**config.mk**
```make
export PLATFORM = sky130hd
export DESIGN_NAME = pipeline_hazard_ctrl
export DESIGN_NICKNAME = d
export VERILOG_FILES = /design/src/rtl/pipeline_hazard_ctrl_pkg.sv /design/src/rtl/pipeline_hazard_ctrl_fwd.sv /design/src/rtl/pipeline_hazard_ctrl.sv
export SDC_FILE = /design/constraint.sdc
export NUM_CORES = 1
export LEC_CHECK = 0
export CORE_ASPECT_RATIO = 0.7
export CORE_MARGIN = 5
export CORE_UTILIZATION = 39
export CTS_CLUSTER_SIZE = 10
export DETAILED_ROUTE_END_ITERATION = 10
export HOLD_SLACK_MARGIN = 0.12
export PLACE_DENSITY = 0.87
export SLEW_MARGIN = 20
export SYNTH_ARGS = -nofsm -noshare
export SYNTH_HDL_FRONTEND = slang
export SYNTH_SLANG_ARGS = --single-unit
```
**constraint.sdc**
```tcl
create_clock -name clk -period 3.5 [get_ports clk]
set_clock_uncertainty 0.05 [all_clocks]
set_input_delay 0.7 -clock clk [delete_from_list [all_inputs] [get_ports clk]]
set_output_delay 0.7 -clock clk [all_outputs]
set_load 0.005 [all_outputs]
```
**src/rtl/pipeline_hazard_ctrl_pkg.sv**
```systemverilog
// ----------------------------------------------------------------------------
// pipeline_ctrl_pkg
//   Shared definitions for the 5-stage pipeline hazard controller.
//   - state_t   : controller state encoding (RUN / BR_SHADOW / MULTI)
//   - FWD_*     : EX operand forwarding select codes
//   - REG_PC    : architectural register number of the PC (never forwarded)
// ----------------------------------------------------------------------------
package pipeline_ctrl_pkg;

   typedef enum logic [1:0] {
      RUN       = 2'd0,
      BR_SHADOW = 2'd1,
      MULTI     = 2'd2
   } state_t;

   localparam logic [1:0] FWD_RF    = 2'b00;
   localparam logic [1:0] FWD_EXMEM = 2'b01;
   localparam logic [1:0] FWD_MEMWB = 2'b10;

   localparam logic [3:0] REG_PC = 4'd15;

endpackage

```
**src/rtl/pipeline_hazard_ctrl_fwd.sv**
```systemverilog
// ----------------------------------------------------------------------------
// hazard_fwd_unit
//   Combinational forwarding select for one EX source operand.
//   Ports:
//     src            source register of the EX instruction
//     mem_rd/mem_we  EX/MEM destination and write enable (youngest, wins)
//     wb_rd/wb_we    MEM/WB destination and write enable
//     sel            FWD_RF / FWD_EXMEM / FWD_MEMWB
// ----------------------------------------------------------------------------
module hazard_fwd_unit
   import pipeline_ctrl_pkg::*;
#(
   parameter int unsigned REG_AW = 4
) (
   input  logic [REG_AW-1:0] src,
   input  logic [REG_AW-1:0] mem_rd,
   input  logic              mem_we,
   input  logic [REG_AW-1:0] wb_rd,
   input  logic              wb_we,
   output logic [1:0]        sel
);

   always_comb begin
      sel = FWD_RF;
      // PC reads come from the fetch path, never from a pipeline result
      if (src == REG_AW'(REG_PC)) begin
         sel = FWD_RF;
      end else if (mem_we && (mem_rd == src)) begin
         sel = FWD_EXMEM;
      end else if (wb_we && (wb_rd == src)) begin
         sel = FWD_MEMWB;
      end
   end

endmodule

```
**src/rtl/pipeline_hazard_ctrl.sv**
```systemverilog
// ----------------------------------------------------------------------------
// pipeline_hazard_ctrl
//   Stall / flush / forwarding controller for a 5-stage IF/ID/EX/MEM/WB core.
//   Handles load-use stalls, taken-branch flushes with a wrong-path shadow of
//   FLUSH_DEPTH cycles, and multi-cycle EX ops with a MULTI_TIMEOUT abort.
//
//   Ports:
//     clk, reset                 clock, asynchronous active-high reset
//     id_rn/id_rm, id_use_*      ID-stage sources and their read flags
//     ex_rn/ex_rm/ex_rd          EX-stage sources and destination
//     ex_is_load, ex_we          EX holds a load / writes ex_rd
//     ex_branch_taken            branch resolved taken in EX
//     ex_multi_start/done        multi-cycle EX op start / result valid
//     mem_rd/mem_we, wb_rd/wb_we later-stage writers for forwarding
//     pc_en, if_id_en, id_ex_en  stage-register load enables
//     if_id_flush, id_ex_flush,
//     ex_mem_bubble              NOP insertion into the stage registers
//     fwd_a_sel, fwd_b_sel       00 RF, 01 EX/MEM, 10 MEM/WB
//     multi_abort                one-cycle timeout pulse
//     hazard_err                 sticky timeout flag
//     stall_cnt, flush_cnt       performance counters
//
//   Build option: define HAZARD_PERF_EN to implement stall_cnt/flush_cnt;
//   otherwise both are tied to zero.
// ----------------------------------------------------------------------------
module pipeline_hazard_ctrl
   import pipeline_ctrl_pkg::*;
#(
   parameter int unsigned REG_AW        = 4,
   parameter int unsigned FLUSH_DEPTH   = 2,
   parameter int unsigned MULTI_TIMEOUT = 16
) (
   input  logic              clk,
   input  logic              reset,
   input  logic [REG_AW-1:0] id_rn,
   input  logic [REG_AW-1:0] id_rm,
   input  logic              id_use_rn,
   input  logic              id_use_rm,
   input  logic [REG_AW-1:0] ex_rn,
   input  logic [REG_AW-1:0] ex_rm,
   input  logic [REG_AW-1:0] ex_rd,
   input  logic              ex_is_load,
   input  logic              ex_we,
   input  logic              ex_branch_taken,
   input  logic              ex_multi_start,
   input  logic              ex_multi_done,
   input  logic [REG_AW-1:0] mem_rd,
   input  logic [REG_AW-1:0] wb_rd,
   input  logic              mem_we,
   input  logic              wb_we,
   output logic              pc_en,
   output logic              if_id_en,
   output logic              id_ex_en,
   output logic              if_id_flush,
   output logic              id_ex_flush,
   output logic              ex_mem_bubble,
   output logic [1:0]        fwd_a_sel,
   output logic [1:0]        fwd_b_sel,
   output logic              multi_abort,
   output logic              hazard_err,
   output logic [15:0]       stall_cnt,
   output logic [15:0]       flush_cnt
);

   localparam int unsigned CNT_MAX = (FLUSH_DEPTH > MULTI_TIMEOUT) ? FLUSH_DEPTH : MULTI_TIMEOUT;
   localparam int unsigned CNT_W   = $clog2(CNT_MAX + 1);

   state_t           state;
   logic [CNT_W-1:0] cnt;   // shadow countdown in BR_SHADOW, cycle count in MULTI
   logic             load_use;
   logic             timeout;
   logic [1:0]       fwd_a_raw;
   logic [1:0]       fwd_b_raw;

   assign load_use = ex_is_load && ex_we &&
                     ((id_use_rn && (id_rn == ex_rd)) || (id_use_rm && (id_rm == ex_rd)));

   assign timeout = (state == MULTI) && !ex_multi_done && (cnt == CNT_W'(MULTI_TIMEOUT));

   // Control outputs depend on the current-cycle hazard inputs, so they are
   // decoded combinationally from state; reset forces the safe NOP pattern.
   always_comb begin
      pc_en         = 1'b1;
      if_id_en      = 1'b1;
      id_ex_en      = 1'b1;
      if_id_flush   = 1'b0;
      id_ex_flush   = 1'b0;
      ex_mem_bubble = 1'b0;
      multi_abort   = 1'b0;
      if (reset) begin
         pc_en         = 1'b0;
         if_id_en      = 1'b0;
         id_ex_en      = 1'b0;
         if_id_flush   = 1'b1;
         id_ex_flush   = 1'b1;
         ex_mem_bubble = 1'b1;
      end else begin
         case (state)
            RUN: begin
               if (ex_branch_taken) begin
                  if_id_flush = 1'b1;
                  id_ex_flush = 1'b1;
               end else if (ex_multi_start) begin
                  pc_en         = 1'b0;
                  if_id_en      = 1'b0;
                  id_ex_en      = 1'b0;
                  ex_mem_bubble = 1'b1;
               end else if (load_use) begin
                  pc_en       = 1'b0;
                  if_id_en    = 1'b0;
                  id_ex_flush = 1'b1;
               end
            end
            BR_SHADOW: begin
               // ID holds a wrong-path instruction, so load-use is irrelevant
               if_id_flush = 1'b1;
            end
            MULTI: begin
               if (ex_multi_done) begin
                  ex_mem_bubble = 1'b0;
               end else if (timeout) begin
                  multi_abort   = 1'b1;
                  ex_mem_bubble = 1'b1;
                  id_ex_flush   = 1'b1;
               end else begin
                  pc_en         = 1'b0;
                  if_id_en      = 1'b0;
                  id_ex_en      = 1'b0;
                  ex_mem_bubble = 1'b1;
               end
            end
            default: begin
            end
         endcase
      end
   end

   always_ff @(posedge clk or posedge reset) begin
      if (reset) begin
         state      <= RUN;
         cnt        <= '0;
         hazard_err <= 1'b0;
      end else begin
         case (state)
            RUN: begin
               if (ex_branch_taken) begin
                  if (FLUSH_DEPTH > 1) begin
                     state <= BR_SHADOW;
                     cnt   <= CNT_W'(FLUSH_DEPTH - 1);
                  end
               end else if (ex_multi_start) begin
                  state <= MULTI;
                  cnt   <= CNT_W'(1);
               end
            end
            BR_SHADOW: begin
               if (cnt <= CNT_W'(1)) begin
                  state <= RUN;
                  cnt   <= '0;
               end else begin
                  cnt <= cnt - CNT_W'(1);
               end
            end
            MULTI: begin
               if (ex_multi_done) begin
                  state <= RUN;
                  cnt   <= '0;
               end else if (timeout) begin
                  state      <= RUN;
                  cnt        <= '0;
                  hazard_err <= 1'b1;
               end else begin
                  cnt <= cnt + CNT_W'(1);
               end
            end
            default: begin
               state <= RUN;
               cnt   <= '0;
            end
         endcase
      end
   end

   hazard_fwd_unit #(.REG_AW(REG_AW)) u_fwd_a (
      .src    (ex_rn),
      .mem_rd (mem_rd),
      .mem_we (mem_we),
      .wb_rd  (wb_rd),
      .wb_we  (wb_we),
      .sel    (fwd_a_raw)
   );

   hazard_fwd_unit #(.REG_AW(REG_AW)) u_fwd_b (
      .src    (ex_rm),
      .mem_rd (mem_rd),
      .mem_we (mem_we),
      .wb_rd  (wb_rd),
      .wb_we  (wb_we),
      .sel    (fwd_b_raw)
   );

   assign fwd_a_sel = reset ? FWD_RF : fwd_a_raw;
   assign fwd_b_sel = reset ? FWD_RF : fwd_b_raw;

`ifdef HAZARD_PERF_EN
   logic [15:0] stall_q;
   logic [15:0] flush_q;

   always_ff @(posedge clk or posedge reset) begin
      if (reset) begin
         stall_q <= '0;
         flush_q <= '0;
      end else begin
         if (!pc_en && (stall_q != '1)) begin
            stall_q <= stall_q + 16'd1;
         end
         if ((state == RUN) && ex_branch_taken && (flush_q != '1)) begin
            flush_q <= flush_q + 16'd1;
         end
      end
   end

   assign stall_cnt = stall_q;
   assign flush_cnt = flush_q;
`else
   assign stall_cnt = '0;
   assign flush_cnt = '0;
`endif

endmodule

```
* Word-level counts from Yosys, hierarchy flattened
Cells that the tools add are included.
** Word-level totals
- Bits in registers :: 8
- Bits in latches :: 0
- Bits in writable memories :: 0
- ROM bits :: 0
- Input port bits :: 39
- Output and inout bits :: 44
- Logic and storage cells :: 83
- Memories kept :: 0
** Operators by class
- Add/sub/neg operators :: 2
- $mul :: 0
- Divide/modulo/power cells :: 0
- Order comparisons :: 1
- Equality and inequality tests :: 14
- Shift operators :: 0
- Mux-type cells :: 47
- Bitwise gates (word level) :: 1
- Reduce and logical (&&, ||, !) cells :: 15
** Operators by type and width (number)
- two-way mux 2 bit :: 13
- two-way mux 5 bit :: 5
- == test 4 bit :: 6
- two-way mux 1 bit :: 22
- case mux 5 bit (3 select lines) :: 1
- logical AND 1 bit :: 10
- case mux 1 bit (2 select lines) :: 5
- == test 4 bit, second input constant :: 2
- inequality test 3 bit, second input constant :: 2
- case mux 2 bit (3 select lines) :: 1
- AND reduction 3 bit :: 2
- adder 5 x 1 -> 5 bit, second input constant :: 1
- == test 5 bit, second input constant :: 1
- <= comparator 5 x 1 -> 1 bit, second input constant :: 1
- subtractor 5 x 1 -> 5 bit, second input constant :: 1
- == test 2 x 1 -> 1 bit, second input constant :: 1
- == test 2 bit, second input constant :: 1
- zero test 2 bit :: 1
- inequality test 2 bit, second input constant :: 1
- zero test 1 bit :: 1
- logical OR 1 bit :: 1
- NOT 1 bit :: 1

* Logic depth before layout (Yosys ltp)
Gate-level depths: netlist of the first run.
- Word-level depth :: 9
- Depth in mapped cells :: 7

* Modules after synthesis
A second synthesis of the first run with hierarchy kept.
** Unflattened totals
- Cells, all modules :: 166
- Area total of the unflattened synthesis :: 1282.5 um^2
** Modules (own cells, without submodules)
- pipeline_hazard_ctrl :: instances 1, cells each 128, area an instance 1029.7 um^2
- hazard_fwd_unit :: instances 2, cells each 19, area an instance 126.4 um^2

* Worst setup path before layout of the first run
Ideal clock, no wire load.
- Path type :: input to output
- Start :: input ex_rm[0]
- End :: output fwd_b_sel[0]
- Arrival :: 1801 ps
- Required time :: 2750 ps
- Slack :: 949 ps
- Cell stages on the path :: 4
- Path buffers :: 0
- Cells stage by stage :: nor2b_1 > a221o_1 > or4_4 > a211oi_2
** Between the ends
- Longest elaborated chain between the ends :: 5
- Elaborated cells on any way between the ends :: 6
** Ends and longest elaborated chain
- from (decl) :: RTL line pipeline_hazard_ctrl.sv:40 : input logic [REG_AW-1:0] ex_rm,
- == test 4 bit :: RTL line pipeline_hazard_ctrl_fwd.sv:28 : end else if (mem_we && (mem_rd == src)) begin
- logical AND 1 bit :: RTL line pipeline_hazard_ctrl_fwd.sv:28
- two-way mux 2 bit :: RTL line pipeline_hazard_ctrl_fwd.sv:28
- two-way mux 2 bit * :: RTL line pipeline_hazard_ctrl_fwd.sv:26 : if (src == REG_AW'(REG_PC)) begin
- two-way mux 2 bit * :: RTL line pipeline_hazard_ctrl.sv:203 : assign fwd_b_sel = reset ? FWD_RF : fwd_b_raw;
- to (decl) :: RTL line pipeline_hazard_ctrl.sv:58 : output logic [1:0] fwd_b_sel,
Mark *: on every way between the ends. The rest lies on a longest branch, timed or not.

* Worst setup path in the final report of the first run
- Start :: input ex_rd[1]
- End :: output pc_en
** Between the ends
- Longest elaborated chain between the ends :: 9
- Elaborated cells on any way between the ends :: 11
** Ends and longest elaborated chain
- from (decl) :: RTL line pipeline_hazard_ctrl.sv:41 : input logic [REG_AW-1:0] ex_rd,
- == test 4 bit :: RTL line pipeline_hazard_ctrl.sv:76 : ((id_use_rn && (id_rn == ex_rd)) || (id_use_rm && (id_rm == ex_rd)));
- logical AND 1 bit :: RTL line pipeline_hazard_ctrl.sv:76
- logical OR 1 bit * :: RTL line pipeline_hazard_ctrl.sv:76
- logical AND 1 bit * :: RTL line pipeline_hazard_ctrl.sv:75 : assign load_use = ex_is_load && ex_we &&
- two-way mux 1 bit * :: RTL line pipeline_hazard_ctrl.sv:108 : end else if (load_use) begin
- two-way mux 1 bit * :: RTL line pipeline_hazard_ctrl.sv:103 : end else if (ex_multi_start) begin
- two-way mux 1 bit * :: RTL line pipeline_hazard_ctrl.sv:100 : if (ex_branch_taken) begin
- case mux 1 bit (2 select lines) * :: RTL line pipeline_hazard_ctrl.sv:98 : case (state)
- two-way mux 1 bit * :: RTL line pipeline_hazard_ctrl.sv:90 : if (reset) begin
- to (decl) :: RTL line pipeline_hazard_ctrl.sv:51 : output logic pc_en,
Marked as above.

==> results.tsv, run 1 <==
metric	value	unit
vias per inst	4.867	
clock buffer depth	2	
Hold Crit Class	reg -> reg	
clk sinks	8	
WS Path Type	in -> out	
row count	17	
TritonCTS buffer count	3	
cell area after synthesis	0.001235	mm^2
root buffer cell	clkbuf_8	
post-route setup slack	204.4	ps
Worst-path clk slew	40	ps
CTS tree	done	
post-synth top area cell	buf_4	
hold_sp	hazard_err	
Fill cells	299	
r2r setup slk	1510	ps
Hold EP	hazard_err	
Setup Viol. Count Final	0	
max cap viols	0	
post-DP HPWL	2764	um
worst endpoint required time	2750	ps
Post-synth EDFFs	0	
#FFs+latches synth	8	
# hold bufs at CTS	0	
Detailed Routing Iterations Pass 1	4	
critical path fanouts, max	2	
cells on worst reg2reg path	6	
Worst VDD drop	0.2441	mV
gpl congestion	0.9284	
Worst Hold Depth	1	
Final Max Slew Viols	0	
Cells after Synth	158	
initial antenna violation count	0	
Nets	256	
post-route ant nets	0	
Die ar.	0.004410	mm^2
DR iter-0 viols	39	
first-pass GRT wire length	5037	um
Yosys Warn Count	0	
setup bufs post-CTS	0	
die width	77.26	um
total power draw	0.7075	mW
Syn-to-layout area delta	39.92	%
DRC Markers	0	
setup_tns	0	ps
final hold viol count	0	
Worst Path Arrival	2550	ps
Core Area	0.003105	mm^2
pwr/cell area	409.5	mW/mm^2
DR WL/cell	12.67	um
R2R Path Start	cnt[1]	
actual slew at the worst max-slew pin	662.0	ps
H-tree depth	1	
Die Y	57.08	um
setup repair after global routing missed its margin	false	
Leakage Power	0.7636	nW
vias in the first global route	1073	
reg2reg end	cnt[2]	
initial core utilization	39.77	%
Antenna Cells	0	
most common cell in the synthesized netlist	buf_4	
# IOs	83	
ys flop type	dfrtp_1	
outcome	completed	
Max Clk Rate	0.3034	GHz
crit share post-route	94.16	%
DR vias	1212	
Yosys cell types	41	
sequential area share after synthesis	16.21	%
Avg Cell Area, Syn	7.816	um^2
share of flip-flops with an asynchronous set or reset	100.0	%
normalized max-slew margin	55.29	%
synth cell count leaders	buf_4, xor2_1, a21oi_1, dfrtp_1	
Routed WL	3156	um
GRT Overall Usage	13.61	%
min Tclk post-route	3296	ps
crit end category	output pin	
share of cells above drive strength 1	6.161	%
Area contributors post-synth	buf_4, dfrtp_1, xor2_1	
grt ovf	0	
Port Buf Inserts	50	
area fraction of the dominant cell type after synthesis	20.06	%
DP Worst Slack	-60.72	ps
largest net degree at the start of global routing	13	
crit path launch type	input port	
Worst-Skew Late Latency	230	ps
[placed cells by master (no fill, tap or decap), types with 2 or more instances in the layout]
cell             synthesis  routed
nand3b_1                 2       2
nor3_1                   5       5
clkbuf_8                 0       3
o21ai_0                  5       5
o21ai_1                  3       3
nor4_1                   4       4
xnor2_1                  7       7
a22oi_1                  3       3
nor2b_1                  5       5
nand2_1                  5       5
nor2_1                   7       7
conb_1                   1      32
nand3_1                  4       4
o221a_1                  2       2
and3b_1                  2       2
buf_4                   33       7
a221oi_1                 3       3
xor2_1                  12      12
dfrtp_1                  8       8
nand4_1                  2       2
and3_1                   3       3
a21oi_1                  8       8
nand2b_1                 3       3
a221o_1                  2       2
ha_1                     4       4
inv_1                    5       5
clkdlybuf4s50_1          0      48
[routing by layer]
metal  global-route usage [%]  part of all wire [%]  routed length, um  up-vias
li1                         -                     -                  -      607
met1                    19.35                    47               1483      562
met2                    21.34                    46               1448       43
met3                    3.628                   7.1                224        0
met4                    1.471                     0                  0        0
met5                        0                     0                  0        -
[report_power, final]
| group | switching, mW | internal, mW |
|---|---|---|
| logic | 0.180 | 0.210 |
| clock network | 0.0347 | 0.0744 |
| registers | 0.0761 | 0.132 |
[kinds of logic (layout without fill, tap and decap cells)]
logic type | count (synthesis) | after routing | synth area share, %
buffers and inverters | 44 | 66 | 23.40
DFF | 8 | 8 | 16.21
adders and majority gates | 4 | 4 | 4.053
xor gates and xnor gates | 19 | 19 | 13.48
muxes | 1 | 1 | 0.8106
other | 1 | 32 | 0.3037
and+or+nand+nor | 46 | 46 | 21.48
AOI/OAI and AO/OA | 35 | 35 | 20.26
[state kept, by name, summed over array words and instances (netlist names)]
register / flops
cnt: 5
state: 2
hazard_err: 1
[metrics by stage]
stage	instance area [um^2]	util, %	hold slack [ps]	cells
5_1_grt	1728	55.64	473.1	249
4_1_cts	1725	55.56	436.5	249
6_report	1728	55.64	436.4	249
3_5_place_dp	1685	54.27	424.4	246
2_1_floorplan	1351	-	409.0	189
3_3_place_gp	1685	54.27	402.5	246
[critical path, stage by stage]
cell and delay [ps]:
clkdlybuf4s50_1 510, xor2_1 190, nor2_1 70, a221o_1 340
a21oi_1 190, clkdlybuf4s50_1 540
[how the worst max path moves through the flow]
stage	start	endpoint	slack, ps	cells past startpoint
3_3_place_gp	ex_rm[3]	fwd_b_sel[0]	-50	6
2_1_floorplan	ex_rm[0]	fwd_b_sel[0]	950	4
3_5_place_dp	mem_rd[1]	fwd_b_sel[0]	-60	6
4_1_cts	ex_rm[3]	fwd_b_sel[1]	30	6
5_1_grt	ex_rd[1]	pc_en	100	6
6_report	ex_rd[1]	pc_en	200	6
[final cells by class]
| cell class | instances | area [um^2] | share of cell area, % |
|---|---|---|---|
| multi-input combinational | 137 | 862.1 | 49.89 |
| timing repair buffer | 57 | 554.3 | 32.08 |
| sequential | 8 | 200.2 | 11.59 |
| tap | 38 | 47.55 | 2.752 |
| clock buffer | 3 | 41.29 | 2.390 |
| inverter | 6 | 22.52 | 1.303 |
[timing repair]
action,in CTS,in global routing
setup endpoints to repair,1,1
gates resized for setup,1,1
endpoints found under the hold margin,0,0
(Power assumes the default switching activity.)
==> run 2, diff against run 1 <==
Settings changed: CTS_CLUSTER_SIZE 10 to 12, TNS_END_PERCENT from default to 50.
==> results of run 2 <==
The final DEF is identical to that of run 1; final timing and power are the same.
==> run 3, diff against run 2 <==
Settings changed: CTS_CLUSTER_SIZE 12 to default.
==> results of run 3 <==
The final DEF is identical to that of run 1; final timing and power are the same.
==> RTL change 1: new RTL, settings of run 2 <==
The 3 states of `state_t` get a one-hot encoding in 3 bits.
--- a/src/rtl/pipeline_hazard_ctrl_pkg.sv
+++ b/src/rtl/pipeline_hazard_ctrl_pkg.sv
@@ -9,6 +9,6 @@
 
-   typedef enum logic [1:0] {
-      RUN       = 2'd0,
-      BR_SHADOW = 2'd1,
-      MULTI     = 2'd2
+   typedef enum logic [2:0] {
+      RUN       = 3'b001,
+      BR_SHADOW = 3'b010,
+      MULTI     = 3'b100
    } state_t;
Formal check against the unedited RTL: same outputs for any inputs over 10 cycles, from zero or initial values and one cycle with reset high; not proved beyond that.
==> RTL change 1 against run 2 <==
- die area grew 2.2%
- area after synthesis rose by 2.6%
- setup slack better by 6.8 ps
- count of clock-buffer cells in the layout up 1
- cell area fell by 0.36%
- power rose by 1.9%
- routed wire length increased by 5.4%
- sequential cell count grew 1
- critical endpoint unchanged
- largest cell class unchanged
- largest power group unchanged
==> RTL change 1: results (changes against run 2) <==
[setup_path]
rr_worst_depth = 7  ; was 6
r2r_slack_ps = 1530  ; was 1510 ps
r2r-start = cnt[0]  ; was cnt[1]
crit_arrival_ps = 2540  ; was 2550 ps
worstReg2RegEnd = cnt[0]  ; was cnt[2]

[route]
dr.first_iter.drc_count = 62  ; was 39
vias_per_cell = 4.91  ; was 4.87
wirelength_um = 3330  ; was 3160 um

[yosys]
yosys-top-cells-area = buf_4 (20%), dfrtp_1 (16%), xor2_1 (9.7%)  ; was buf_4 (20%), dfrtp_1 (16%), xor2_1 (8.5%)
synth_common_cells = buf_4 (33), xor2_1 (14), inv_1 (9)  ; was buf_4 (33), xor2_1 (12), a21oi_1 (8), dfrtp_1 (8)
synth_seq_area_share_pct = 17.9  ; was 16.2%
yosys_warnings = 0  ; unchanged
synthDistinctLibCells = 39  ; was 41

[layout]
top_regs = cnt: 5 flops, state: 3 flops, hazard_err: 1 flops  ; was cnt: 5 flops, state: 2 flops, hazard_err: 1 flops
drive_gt1_share_pct = 4.76  ; was 6.16%
nNetsFinal = 254  ; was 256
instances_no_fill = 248  ; was 249

[place]
gp_congestion = 0.838  ; was 0.928
dpl.hpwl_um = 2870  ; was 2760 um
post-place-ws_ps = 201  ; was -60.7 ps
dp.cells = 244  ; was 246

[power_and_ir_drop]
p_sw_w = 0.000295  ; was 0.000291 W
power_leakage_nw = 0.756  ; was 0.764 nW
peakVddDrop_mv = 0.184  ; was 0.244 mV

[timing]
hold_ws_ps = 411  ; was 436 ps
worst_pin_slew_ps = 703  ; was 662 ps

[clock_tree]
cts_resized = 0  ; was 1

[global_route]
grt_max_degree = 12  ; was 13
grt_usage_pct = 13.4  ; was 13.6%
grt_pass1_vias = 1129  ; was 1,073
grt_pass1_wl_um = 4970  ; was 5040 um

[worst_hold_path]
hold_start = hazard_err  ; unchanged
hold_path_depth = 1  ; unchanged

[run_status]
status = completed  ; unchanged

[flow_run]
cap_viol_max_count = 0  ; unchanged

[RTL change 1: how the worst max path moves through the flow]
stage,start,end,slack (ps),cells past startpoint
after global routing,ex_rd[2],id_ex_flush,50,7
after detailed placement,ex_rd[0],pc_en,200,6
after CTS,ex_rd[0],pc_en,190,6
after floorplan,id_rm[2],pc_en,1160,6
after global placement,ex_rd[0],pc_en,260,6
final,ex_rd[0],pc_en,210,6
[RTL change 1: worst max-delay path, cell delays in order]
cell             delay, ps
clkdlybuf4s50_1        510
xor2_1                 170
nor4_1                  90
o31ai_1                220
nor3b_1                280
clkdlybuf4s50_1        560
[RTL change 1: logic make-up after synthesis]
| group | synth area share (%) |
|---|---|
| adders and majority gates | 3.95 |
| buffers and inverters | 24.0 |
| xor gates and xnor gates | 13.1 |
| DFF | 17.9 |
| other | 0.296 |
| AOI/OAI and AO/OA | 14.4 |
| and+or+nand+nor | 26.4 |
[RTL change 1: power groups by stage]
stage,sequential [W],combinational (W),clock (W)
2_1_floorplan,0.000194,0.000288,0
3_3_place_gp,0.000216,0.000361,0
3_5_place_dp,0.000221,0.000374,0
4_1_cts,0.000220,0.000376,0.000126
5_1_grt,0.000229,0.000419,0.000130
6_report,0.000221,0.000376,0.000124
[RTL change 1: final cells by class]
type,instances,area [um^2]
clock buffer,4,45.0
timing repair buffer,52,515
fill,302,1410
sequential,9,226
tap,38,47.5
inverter,9,33.8
multi-input combinational,136,853
[RTL change 1: per-stage QoR]
stage | power [W] | cell area [um^2]
6_report | 0.000721 | 1720
5_1_grt | 0.000778 | 1720
4_1_cts | 0.000722 | 1720
3_5_place_dp | 0.000594 | 1680
3_3_place_gp | 0.000577 | 1680
2_1_floorplan | 0.000481 | 1380
[RTL change 1: routing by layer]
layer	vias up	GRT usage [%]	share of wire [%]
li1	606	-	-
met1	575	16.6	41
met2	36	23.9	52
met3	0	3.88	7.0
met4	0	1.45	0
met5	-	0	0
==> RTL change 2: new RTL, flow settings as in run 2 <==
Without the edit above. Set the parameter `FLUSH_DEPTH` to 1 (it was 2).
--- a/src/rtl/pipeline_hazard_ctrl.sv
+++ b/src/rtl/pipeline_hazard_ctrl.sv
@@ -29,3 +29,3 @@
    parameter int unsigned REG_AW        = 4,
-   parameter int unsigned FLUSH_DEPTH   = 2,
+   parameter int unsigned FLUSH_DEPTH   = 1,
    parameter int unsigned MULTI_TIMEOUT = 16
Function: changed (a bounded check fails within 4 cycles, from zero or initial values and one cycle with reset high).
==> RTL change 2 against run 2 <==
- sequential cell count fell by 1
- count of clock-buffer cells in the layout up 1
- routed wire length shrank 12%
- critical endpoint unchanged
- area after synthesis fell by 18%
- cell area shrank 14%
- via count is 19% lower
- highest routed layer unchanged
- largest cell class unchanged
- setup slack lost 0.52 ps
Power is not compared: it rests on default switching activity, and its combinational part moved more than twofold at a synthesized area within 25%.
==> RTL change 2: results (changes against run 2) <==
[layout]
n_antenna_cell = 0  ; unchanged
nNetsFinal = 226  ; was 256
top_regs = cnt: 5 flops, hazard_err: 1 flops, state: 1 flops  ; was cnt: 5 flops, state: 2 flops, hazard_err: 1 flops
drive_gt1_share_pct = 4.89  ; was 6.16%
final_util_pct = 59.8  ; was 55.6%
fillers = 220  ; was 299

[global_route]
antenna_found_initial = 0  ; unchanged
grt_max_degree = 11  ; was 13
grt_pass1_wl_um = 4090  ; was 5040 um
grt_pass1_vias = 915  ; was 1,073
grt_usage_pct = 14.3  ; was 13.6%

[route]
drt-wirelength-per-cell_um = 12.8  ; was 12.7 um
vias = 979  ; was 1,212
dr.first_iter.drc_count = 36  ; was 39
wirelength_um = 2790  ; was 3160 um
drt.antenna.violating_nets = 0  ; unchanged

[place]
post-place-ws_ps = 222  ; was -60.7 ps
gp_congestion = 0.890  ; was 0.928
dpl_cell_area_um2 = 1440  ; was 1690 um^2
port_buffers = 50  ; unchanged
dpl.hpwl_um = 2480  ; was 2760 um
dp.cells = 214  ; was 246

[worst_hold_path]
hold_start = hazard_err  ; unchanged
hold_end = hazard_err  ; unchanged
hold_path.class = reg -> reg  ; unchanged

[yosys]
yosys_warnings = 0  ; unchanged
synthCells = 130  ; was 158
synth_common_cells = buf_4 (33), xor2_1 (15), o21ai_0 (10)  ; was buf_4 (33), xor2_1 (12), a21oi_1 (8), dfrtp_1 (8)
synth_seq_area_share_pct = 17.3  ; was 16.2%
ys.flop_type = dfrtp_1  ; unchanged
synthDistinctLibCells = 30  ; was 41
yosys-top-cells-area = buf_4 (25%), dfrtp_1 (17%), xor2_1 (13%)  ; was buf_4 (20%), dfrtp_1 (16%), xor2_1 (8.5%)

[setup_path]
worstReg2RegEnd = cnt[2]  ; unchanged
r2r-start = cnt[0]  ; was cnt[1]
setup.worst_path.end = pc_en  ; unchanged
crit_arrival_ps = 2550  ; about the same
critPathSlowestCell = clkdlybuf4s50_1  ; unchanged
rr_worst_depth = 7  ; was 6
slowest_delay_ps = 510  ; was 540 ps
critical_path.startpoint = ex_rd[2]  ; was ex_rd[1]
r2r_slack_ps = 1940  ; was 1510 ps

[power_and_ir_drop]
pwr-share-seq_pct = 28.4
switching_share_pct = 30.5
power_leakage_nw = 0.660
combinationalPowerShare_pct = 39.6

[clock_tree]
h-tree-depth = 1  ; unchanged
cts_resized = 0  ; was 1
root_buffer = clkbuf_8  ; unchanged
clk_pin_slew_worst_paths_ps = 40  ; about the same

[timing]
post-route-period-util_pct = 94.2  ; about the same
hold_ws_ps = 420  ; was 436 ps

[run_status]
status = completed  ; unchanged

-- RTL change 2: per-layer routing --
metal / routed length [um] / GRT usage [%]
met3: 164 / 4.41
met1: 1150 / 18.1
met2: 1480 / 24.2
met5: 0 / 0
met4: 0 / 2.81
-- RTL change 2: logic make-up (layout without fill, tap and decap cells) --
family                   count (synthesis)  count (layout)  synth area share [%]
flip-flops                               7               7                  17.3
adder cells (fa/ha/maj)                  2               2                  2.48
AND/OR/NAND/NOR                         41              41                  23.7
AO/OA/AOI/OAI                           19              19                  11.6
XOR/XNOR                                20              20                  17.3
other                                    1              32                 0.371
buffers and inverters                   40              63                  27.1
-- RTL change 2: final cells by class --
cell class                      instances  share of cell area, %
Tap cell                               34                   2.87
Multi-Input combinational cell        114                   45.7
Clock buffer                            4                   3.04
Inverter                                7                   1.77
Sequential cell                         7                   11.8
Timing Repair Buffer                   52                   34.8
